## config.mk

```make
export PLATFORM = sky130hd
export DESIGN_NAME = svc_gfx_fb_mem_sched
export DESIGN_NICKNAME = d
export VERILOG_FILES = /design/src/rtl/svc_gfx_fb_mem_sched.sv
export SDC_FILE = /design/constraint.sdc
export NUM_CORES = 1
export LEC_CHECK = 0
export BUFFER_PORTS_ARGS = -buffer_cell sky130_fd_sc_hd__buf_2
export CORE_ASPECT_RATIO = 1.5
export CORE_UTILIZATION = 38
export DETAILED_ROUTE_END_ITERATION = 7
export PLACE_DENSITY = 0.93
export SLEW_MARGIN = 10
export SYNTH_ARGS = -nofsm -noshare
export SYNTH_HDL_FRONTEND = slang
export SYNTH_SLANG_ARGS = --single-unit
```

## constraint.sdc

```tcl
create_clock -name clk -period 2.5 [get_ports clk]
set_input_delay 0.125 -clock clk [delete_from_list [all_inputs] [get_ports clk]]
set_output_delay 0.125 -clock clk [all_outputs]
set_load 0.01 [all_outputs]
```

## src/rtl/svc_gfx_fb_mem_sched.sv

```systemverilog
// svc_gfx_fb_mem_sched: shares one single-beat AXI master between gfx framebuffer writes and scanout prefetch reads
//
// Purpose:
//   One transaction in flight at a time. In IDLE, an urgent read always wins.
//   When both sides are valid and neither read is urgent, the side not served
//   last wins (round-robin). Otherwise the only valid side wins. The winner's
//   address and data are captured on accept and replayed on the AXI channels.
//
// Ports:
//   clk, rst                          clock, synchronous active-high reset
//   wr_valid/wr_addr/wr_data/wr_ready gfx write request, ready pulses on accept
//   rd_valid/rd_addr/rd_urgent/rd_ready
//                                     scanout read request, urgent = FIFO low
//   rd_resp_valid/rd_resp_data/rd_resp_ready
//                                     read data returned straight from R
//   err                               sticky: non-OKAY resp or R without rlast
//   m_axi_*                           single-beat AXI4 master (ids 0, INCR, len 0)
module svc_gfx_fb_mem_sched #(
  parameter int AXI_ADDR_WIDTH = 16,
  parameter int AXI_DATA_WIDTH = 16,
  parameter int AXI_ID_WIDTH = 4,
  localparam int AXI_STRB_WIDTH = AXI_DATA_WIDTH / 8
) (
  input  logic                      clk,
  input  logic                      rst,
  input  logic                      wr_valid,
  input  logic [AXI_ADDR_WIDTH-1:0] wr_addr,
  input  logic [AXI_DATA_WIDTH-1:0] wr_data,
  output logic                      wr_ready,
  input  logic                      rd_valid,
  input  logic [AXI_ADDR_WIDTH-1:0] rd_addr,
  input  logic                      rd_urgent,
  output logic                      rd_ready,
  output logic                      rd_resp_valid,
  output logic [AXI_DATA_WIDTH-1:0] rd_resp_data,
  input  logic                      rd_resp_ready,
  output logic                      err,
  output logic [AXI_ID_WIDTH-1:0]   m_axi_awid,
  output logic [AXI_ADDR_WIDTH-1:0] m_axi_awaddr,
  output logic [7:0]                m_axi_awlen,
  output logic [2:0]                m_axi_awsize,
  output logic [1:0]                m_axi_awburst,
  output logic                      m_axi_awvalid,
  input  logic                      m_axi_awready,
  output logic [AXI_DATA_WIDTH-1:0] m_axi_wdata,
  output logic [AXI_STRB_WIDTH-1:0] m_axi_wstrb,
  output logic                      m_axi_wlast,
  output logic                      m_axi_wvalid,
  input  logic                      m_axi_wready,
  input  logic [AXI_ID_WIDTH-1:0]   m_axi_bid,
  input  logic [1:0]                m_axi_bresp,
  input  logic                      m_axi_bvalid,
  output logic                      m_axi_bready,
  output logic [AXI_ID_WIDTH-1:0]   m_axi_arid,
  output logic [AXI_ADDR_WIDTH-1:0] m_axi_araddr,
  output logic [7:0]                m_axi_arlen,
  output logic [2:0]                m_axi_arsize,
  output logic [1:0]                m_axi_arburst,
  output logic                      m_axi_arvalid,
  input  logic                      m_axi_arready,
  input  logic [AXI_ID_WIDTH-1:0]   m_axi_rid,
  input  logic [AXI_DATA_WIDTH-1:0] m_axi_rdata,
  input  logic [1:0]                m_axi_rresp,
  input  logic                      m_axi_rlast,
  input  logic                      m_axi_rvalid,
  output logic                      m_axi_rready
);
  typedef enum logic [2:0] {IDLE, WA, WB, RA, RR} state_t;
  state_t state_q, state_d;
  // rr_last_q: 1 when the read side was served last; reset says write, so the first tie goes to the read
  logic rr_last_q, rr_last_d;
  logic awvalid_q, awvalid_d, wvalid_q, wvalid_d, arvalid_q, arvalid_d, err_q, err_d;
  logic [AXI_ADDR_WIDTH-1:0] addr_q, addr_d;
  logic [AXI_DATA_WIDTH-1:0] data_q, data_d;
  logic rd_win, wr_acc, rd_acc, b_hs, r_hs;
  logic unused_ids;
  assign unused_ids = ^{m_axi_bid, m_axi_rid};
  always_comb begin
    rd_win = rd_valid && (rd_urgent || !wr_valid || !rr_last_q);
    rd_acc = !rst && state_q == IDLE && rd_win;
    wr_acc = !rst && state_q == IDLE && wr_valid && !rd_win;
    b_hs = state_q == WB && m_axi_bvalid;
    r_hs = state_q == RR && m_axi_rvalid && rd_resp_ready;
    // AW and W retire independently; WB only once both have handshaken
    awvalid_d = wr_acc || (awvalid_q && !m_axi_awready);
    wvalid_d = wr_acc || (wvalid_q && !m_axi_wready);
    arvalid_d = rd_acc || (arvalid_q && !m_axi_arready);
    addr_d = wr_acc ? wr_addr : rd_acc ? rd_addr : addr_q;
    data_d = wr_acc ? wr_data : data_q;
    rr_last_d = rd_acc ? 1'b1 : wr_acc ? 1'b0 : rr_last_q;
    err_d = err_q || (b_hs && m_axi_bresp != 2'b00) || (r_hs && (m_axi_rresp != 2'b00 || !m_axi_rlast));
    state_d = state_q;
    case (state_q)
      IDLE: state_d = wr_acc ? WA : rd_acc ? RA : IDLE;
      WA: state_d = (!awvalid_d && !wvalid_d) ? WB : WA;
      WB: state_d = m_axi_bvalid ? IDLE : WB;
      RA: state_d = m_axi_arready ? RR : RA;
      RR: state_d = r_hs ? IDLE : RR;
      default: state_d = IDLE;
    endcase
  end
  always_ff @(posedge clk) begin
    if (rst) begin
      state_q <= IDLE;
      rr_last_q <= 1'b0;
      awvalid_q <= 1'b0;
      wvalid_q <= 1'b0;
      arvalid_q <= 1'b0;
      err_q <= 1'b0;
      addr_q <= '0;
      data_q <= '0;
    end else begin
      state_q <= state_d;
      rr_last_q <= rr_last_d;
      awvalid_q <= awvalid_d;
      wvalid_q <= wvalid_d;
      arvalid_q <= arvalid_d;
      err_q <= err_d;
      addr_q <= addr_d;
      data_q <= data_d;
    end
  end
  assign wr_ready = wr_acc;
  assign rd_ready = rd_acc;
  assign err = err_q;
  assign rd_resp_valid = state_q == RR && m_axi_rvalid;
  assign rd_resp_data = m_axi_rdata;
  assign m_axi_rready = state_q == RR && rd_resp_ready;
  assign m_axi_bready = state_q == WB;
  assign m_axi_awid = '0;
  assign m_axi_awaddr = addr_q;
  assign m_axi_awlen = 8'd0;
  assign m_axi_awsize = 3'($clog2(AXI_STRB_WIDTH));
  assign m_axi_awburst = 2'b01;
  assign m_axi_awvalid = awvalid_q;
  assign m_axi_wdata = data_q;
  assign m_axi_wstrb = '1;
  assign m_axi_wlast = 1'b1;
  assign m_axi_wvalid = wvalid_q;
  assign m_axi_arid = '0;
  assign m_axi_araddr = addr_q;
  assign m_axi_arlen = 8'd0;
  assign m_axi_arsize = 3'($clog2(AXI_STRB_WIDTH));
  assign m_axi_arburst = 2'b01;
  assign m_axi_arvalid = arvalid_q;
endmodule

```

After elaboration in Yosys (flattened, before gate mapping)
Cells that the tools add are included.
{"block": "op_classes", "n_reduce_logical": 37, "n_eq_ne": 4, "muxes": 11}
{"operator": "$mux 16", "n": 2}
{"operator": "$logic_and 1x1->1", "n": 15}
{"operator": "$pmux 3 s5", "n": 1}
{"operator": "$logic_not 1->1", "n": 10}
{"operator": "$logic_or 1x1->1", "n": 8}
{"operator": "$mux 2", "n": 4}
{"operator": "$eq 3x2->1 const B", "n": 2}
{"operator": "$mux 3", "n": 2}
{"operator": "$reduce_bool 2->1", "n": 3}
{"operator": "$eq 3x1->1 const B", "n": 1}
{"operator": "$eq 3x3->1 const B", "n": 1}
{"operator": "$logic_not 3->1", "n": 1}
{"operator": "$mux 1", "n": 2}
{"block": "word_totals", "in_bits": 88, "elab_cells": 60, "out_inout_bits": 110, "reg_bits": 40}

Longest topological paths before layout
{"block": "depth", "ltp_word": 11, "mapped_depth": 8}

Least setup slack after synthesis
No wires, ideal clock.
{"block": "synth_path", "path_kind": "reg-to-reg", "startpoint": "register state_q[0]", "endpoint": "register addr_q[0], in the netlist m_axi_araddr[0]", "period_less_slack_ns": 1.832, "slack_ns": 0.668, "t_arrival_ns": 1.741, "t_required_ns": 2.409, "path_stages_with_launch": 9, "path_buffers": 3, "path_cell_list": "dfxtp_1 -> buf_6 -> or4_4 -> a211o_1 -> buf_6 -> clkinv_4 -> buf_8 -> nand2_1 -> a311oi_1"}
{"block": "synth_via", "elab_chain_cells": 5, "word_cells_on_any_way": 7, "cone_classes": "mux: 1; reduce/logical: 6"}
{"element": "start, declared", "line_no": "69", "source": "state_t state_q, state_d;"}
{"element": "start signal, assigned", "line_no": "113", "source": "state_q <= state_d;"}
{"element": "$logic_not 3->1 *", "line_no": "80, 81"}
{"element": "$logic_and 1x1->1 *", "line_no": "80, 81"}
{"element": "$logic_and 1x1->1 (2 in series)", "line_no": "81", "source": "wr_acc = !rst && state_q == IDLE && wr_valid && !rd_win;"}
{"element": "$mux 16 or $reduce_bool 2->1 (tied branches)"}
{"element": "end signal, assigned", "line_no": "119", "source": "addr_q <= addr_d;"}
{"element": "end, declared", "line_no": "73", "source": "logic [AXI_ADDR_WIDTH-1:0] addr_q, addr_d;"}
Mark *: on every way between the ends. The rest lies on a longest branch, timed or not.
A chain may end at the register's enable or synchronous reset.

Final worst setup path
{"block": "layout_path", "startpoint": "register state_q[2]", "endpoint": "output port wr_ready"}
{"block": "layout_via", "elab_chain_cells": 4}
{"element": "$logic_not 3->1", "line_no": "81"}
{"element": "$logic_and 1x1->1 (3 in series)", "line_no": "81"}
{"element": "end, declared", "line_no": "29", "source": "output logic wr_ready,"}
Every way passes these cells.

==> results.md <==
- Status: finished clean
- Crit path DAT: 2.00 ns
- Die X: 64.05 um
- Final Cell Area: 0.002532 mm2
- Layout area overhead: 15.39%
- Number of global-route vias before repair: 1633
- CP Max Fanout: 37
- Post-DP Area: 0.002435 mm2
- Drt pass-1 iters: 4
- # hold bufs at CTS: 0
- Post-synth cell types: 31
- Clk root buf: clkbuf_8
- DR vias/cell: 4.617
- Post-detail-place hpwl: 3554 um
- Critical path capture point type: primary output
- GRT overflow: 0
- CTS max path bufs: 2
- Die Ht: 95.08 um
- Worst R2R Path Depth: 5
- Via count: 2013
- Synthesized area: 0.002195 mm2
- Final Hold Viols: 0
- Lkg Pwr: 1.305 nW
- Gpl congestion: 0.7561
- Initial Util: 0.3967
- DRC: 0
- Fin. max-slew vios: 0
- Final period util: 0.8504
- First-pass GRT wire length: 7314 um
- RSZ-0062 raised after global routing: no
- #FFs+latches synth: 40
- PwrDens: 599.1 mW/mm2
- Cts repair resizes: 0
- Worst setup SP type: register
- Nets: 453
- Setup TNS: 0 ns
- Clock Latency Late Sink: 0.29 ns
- Clock slew seen by the registers of the worst setup and hold paths: 0.08 ns
- Antenna violations before repair: 0
- DR WL/cell: 11.16 um
- Worst Hold Class: in -> reg
- Largest net degree at the start of global routing: 41
- CTS sink count: 40
- Max VDD drop: 0.3716 mV
- Iteration-0 DRC Markers: 69
- Max Freq: 470.4 MHz
- H-Tree Depth: 2
- Crit Path Category: reg -> out
- Sequential fraction of the synthesis area: 0.3649
- Hold path cells: 3
- Routed Antenna Nets: 0
- Synth warnings: 0
- Worst-case clock skew: 0.004949 ns
- Gr usage total: 0.1556
- TritonCTS Buffers: 5
- CTS tree: done
- Row cnt: 33
- Post-CTS Setup Bufs: 0
- Final critical-path required period: 2.126 ns
- Fillers: 556
- Die area: 0.006090 mm2
- Syn Inst Count: 284
- Endpoints failing setup: 0
- Final Util: 0.4577
- IO Port Bufs: 120
- Share of layout cells above drive strength 1: 0.3661
- WL final: 4864 um
- # IOs: 198
- ANT cells: 0
- Syn Area/Cell: 7.727 um2
- Core area: 0.005533 mm2
- Max Cap Viol: 0
- WP data required: 2.38 ns
- R2R Setup Slk: 0.50 ns
-- final cells by class --
cell class	instances	area, um2	area share
Inverter	5	23.77	0.009387
Tap cell	70	87.58	0.03458
Sequential cell	40	800.8	0.3162
Clock buffer	6	82.58	0.03261
Clock inverter	2	15.01	0.005929
Multi-Input combinational cell	190	899.6	0.3552
Timing Repair Buffer	123	623.1	0.2460
-- flip-flops by register name (all words and copies together) (netlist names) --
name / cells
err: 1
m_axi_araddr: 16
m_axi_arvalid: 1
m_axi_awvalid: 1
m_axi_wdata: 16
m_axi_wvalid: 1
rr_last_q: 1
state_q: 3
-- layout by cell type, fill, tap and decap left out, types with 2 or more instances in the layout --
master and instances:
buf_2 120, nand2_1 66, dfxtp_1 40, conb_1 37, nor2_1 25, a21oi_1 20
a311oi_1 16, clkbuf_8 6, inv_1 4, nor2b_1 3, buf_4 3, nand3b_1 2
and3_1 2, o22ai_1 2, nand3_1 2, o21ai_0 2, clkinvlp_4 2
-- path summary, 6_finish.rpt --
kind | end | startpoint
max | wr_ready | state_q[2]
min | m_axi_wdata[6] | wr_data[6]
max reg2reg | m_axi_araddr[10] | state_q[2]
min reg2reg | m_axi_wdata[7] | m_axi_wdata[7]
-- kinds of logic after synthesis --
logic type	count (synthesis)	synth area share
other	2	0.003422
flip-flops	40	0.3649
buffers and inverters	89	0.2862
AO/OA/AOI/OAI	44	0.1346
multiplexers	1	0.004561
AND/OR/NAND/NOR	108	0.2064
-- worst max-delay path, stage by stage (launching register included) --
cell and delay [ns]:
dfxtp_1 0.37, or4_4 0.57, a211o_1 0.34, clkinv_4 0.23, buf_2 0.19
-- through the flow --
step | setup slack (ns) | instances | power (mW) | hold WS, ns
3_5_place_dp | 0.5152 | 428 | 1.083 | 0.2501
6_report | 0.3740 | 436 | 1.517 | 0.06564
5_1_grt | 0.2790 | 436 | 1.615 | 0.05061
4_1_cts | 0.3632 | 436 | 1.546 | 0.05518
3_3_place_gp | 0.6004 | 428 | 1.073 | 0.2501
2_1_floorplan | 0.6677 | 319 | 1.046 | 0.2610
-- synth_stat cells --
| master | n | area (um2) |
|---|---|---|
| a21oi_1 | 20 | 100.1 |
| a311oi_1 | 16 | 140.1 |
| nand2b_1 | 1 | 6.260 |
| or4_4 | 1 | 11.26 |
| and3_1 | 2 | 12.51 |
| o21ai_0 | 2 | 10.01 |
| a21o_1 | 1 | 7.510 |
| inv_1 | 4 | 15.01 |
| a32o_1 | 1 | 10.01 |
| conb_1 | 2 | 7.510 |
| nand3b_1 | 2 | 15.01 |
| a31oi_1 | 1 | 6.260 |
| buf_8 | 1 | 15.01 |
| nor3_1 | 1 | 5.000 |
| buf_2 | 3 | 15.01 |
| clkinv_4 | 1 | 8.760 |
| mux2i_1 | 1 | 10.01 |
| clkbuf_1 | 9 | 33.78 |
| nand4_1 | 1 | 6.260 |
| a211o_1 | 1 | 8.760 |
| buf_6 | 2 | 22.52 |
| o22ai_1 | 2 | 12.51 |
| nor2_1 | 26 | 97.59 |
| nand3_1 | 2 | 10.01 |
| nand2_1 | 66 | 247.7 |
| nor3b_1 | 1 | 7.510 |
| nor4_1 | 1 | 6.260 |
| nor2b_1 | 3 | 18.77 |
| dfxtp_1 | 40 | 800.8 |
| buf_4 | 69 | 518.0 |
| nand4b_1 | 1 | 8.760 |
-- routing by layer --
metal  vias up  part of all wire  GRT usage
li1        990                 -          -
met1       890              0.37     0.1573
met2       119              0.52     0.2934
met3        14             0.072    0.03469
met4         0             0.032    0.08144
met5         -                 0          0
-- where the power goes --
part           internal, mW  switching, mW  leakage, nW  total, mW
clock network         0.223          0.226       0.0434      0.449
logic                 0.145          0.203        0.934      0.349
registers             0.686         0.0335        0.327      0.719
Note: power is estimated with default switching activity, not from simulation.
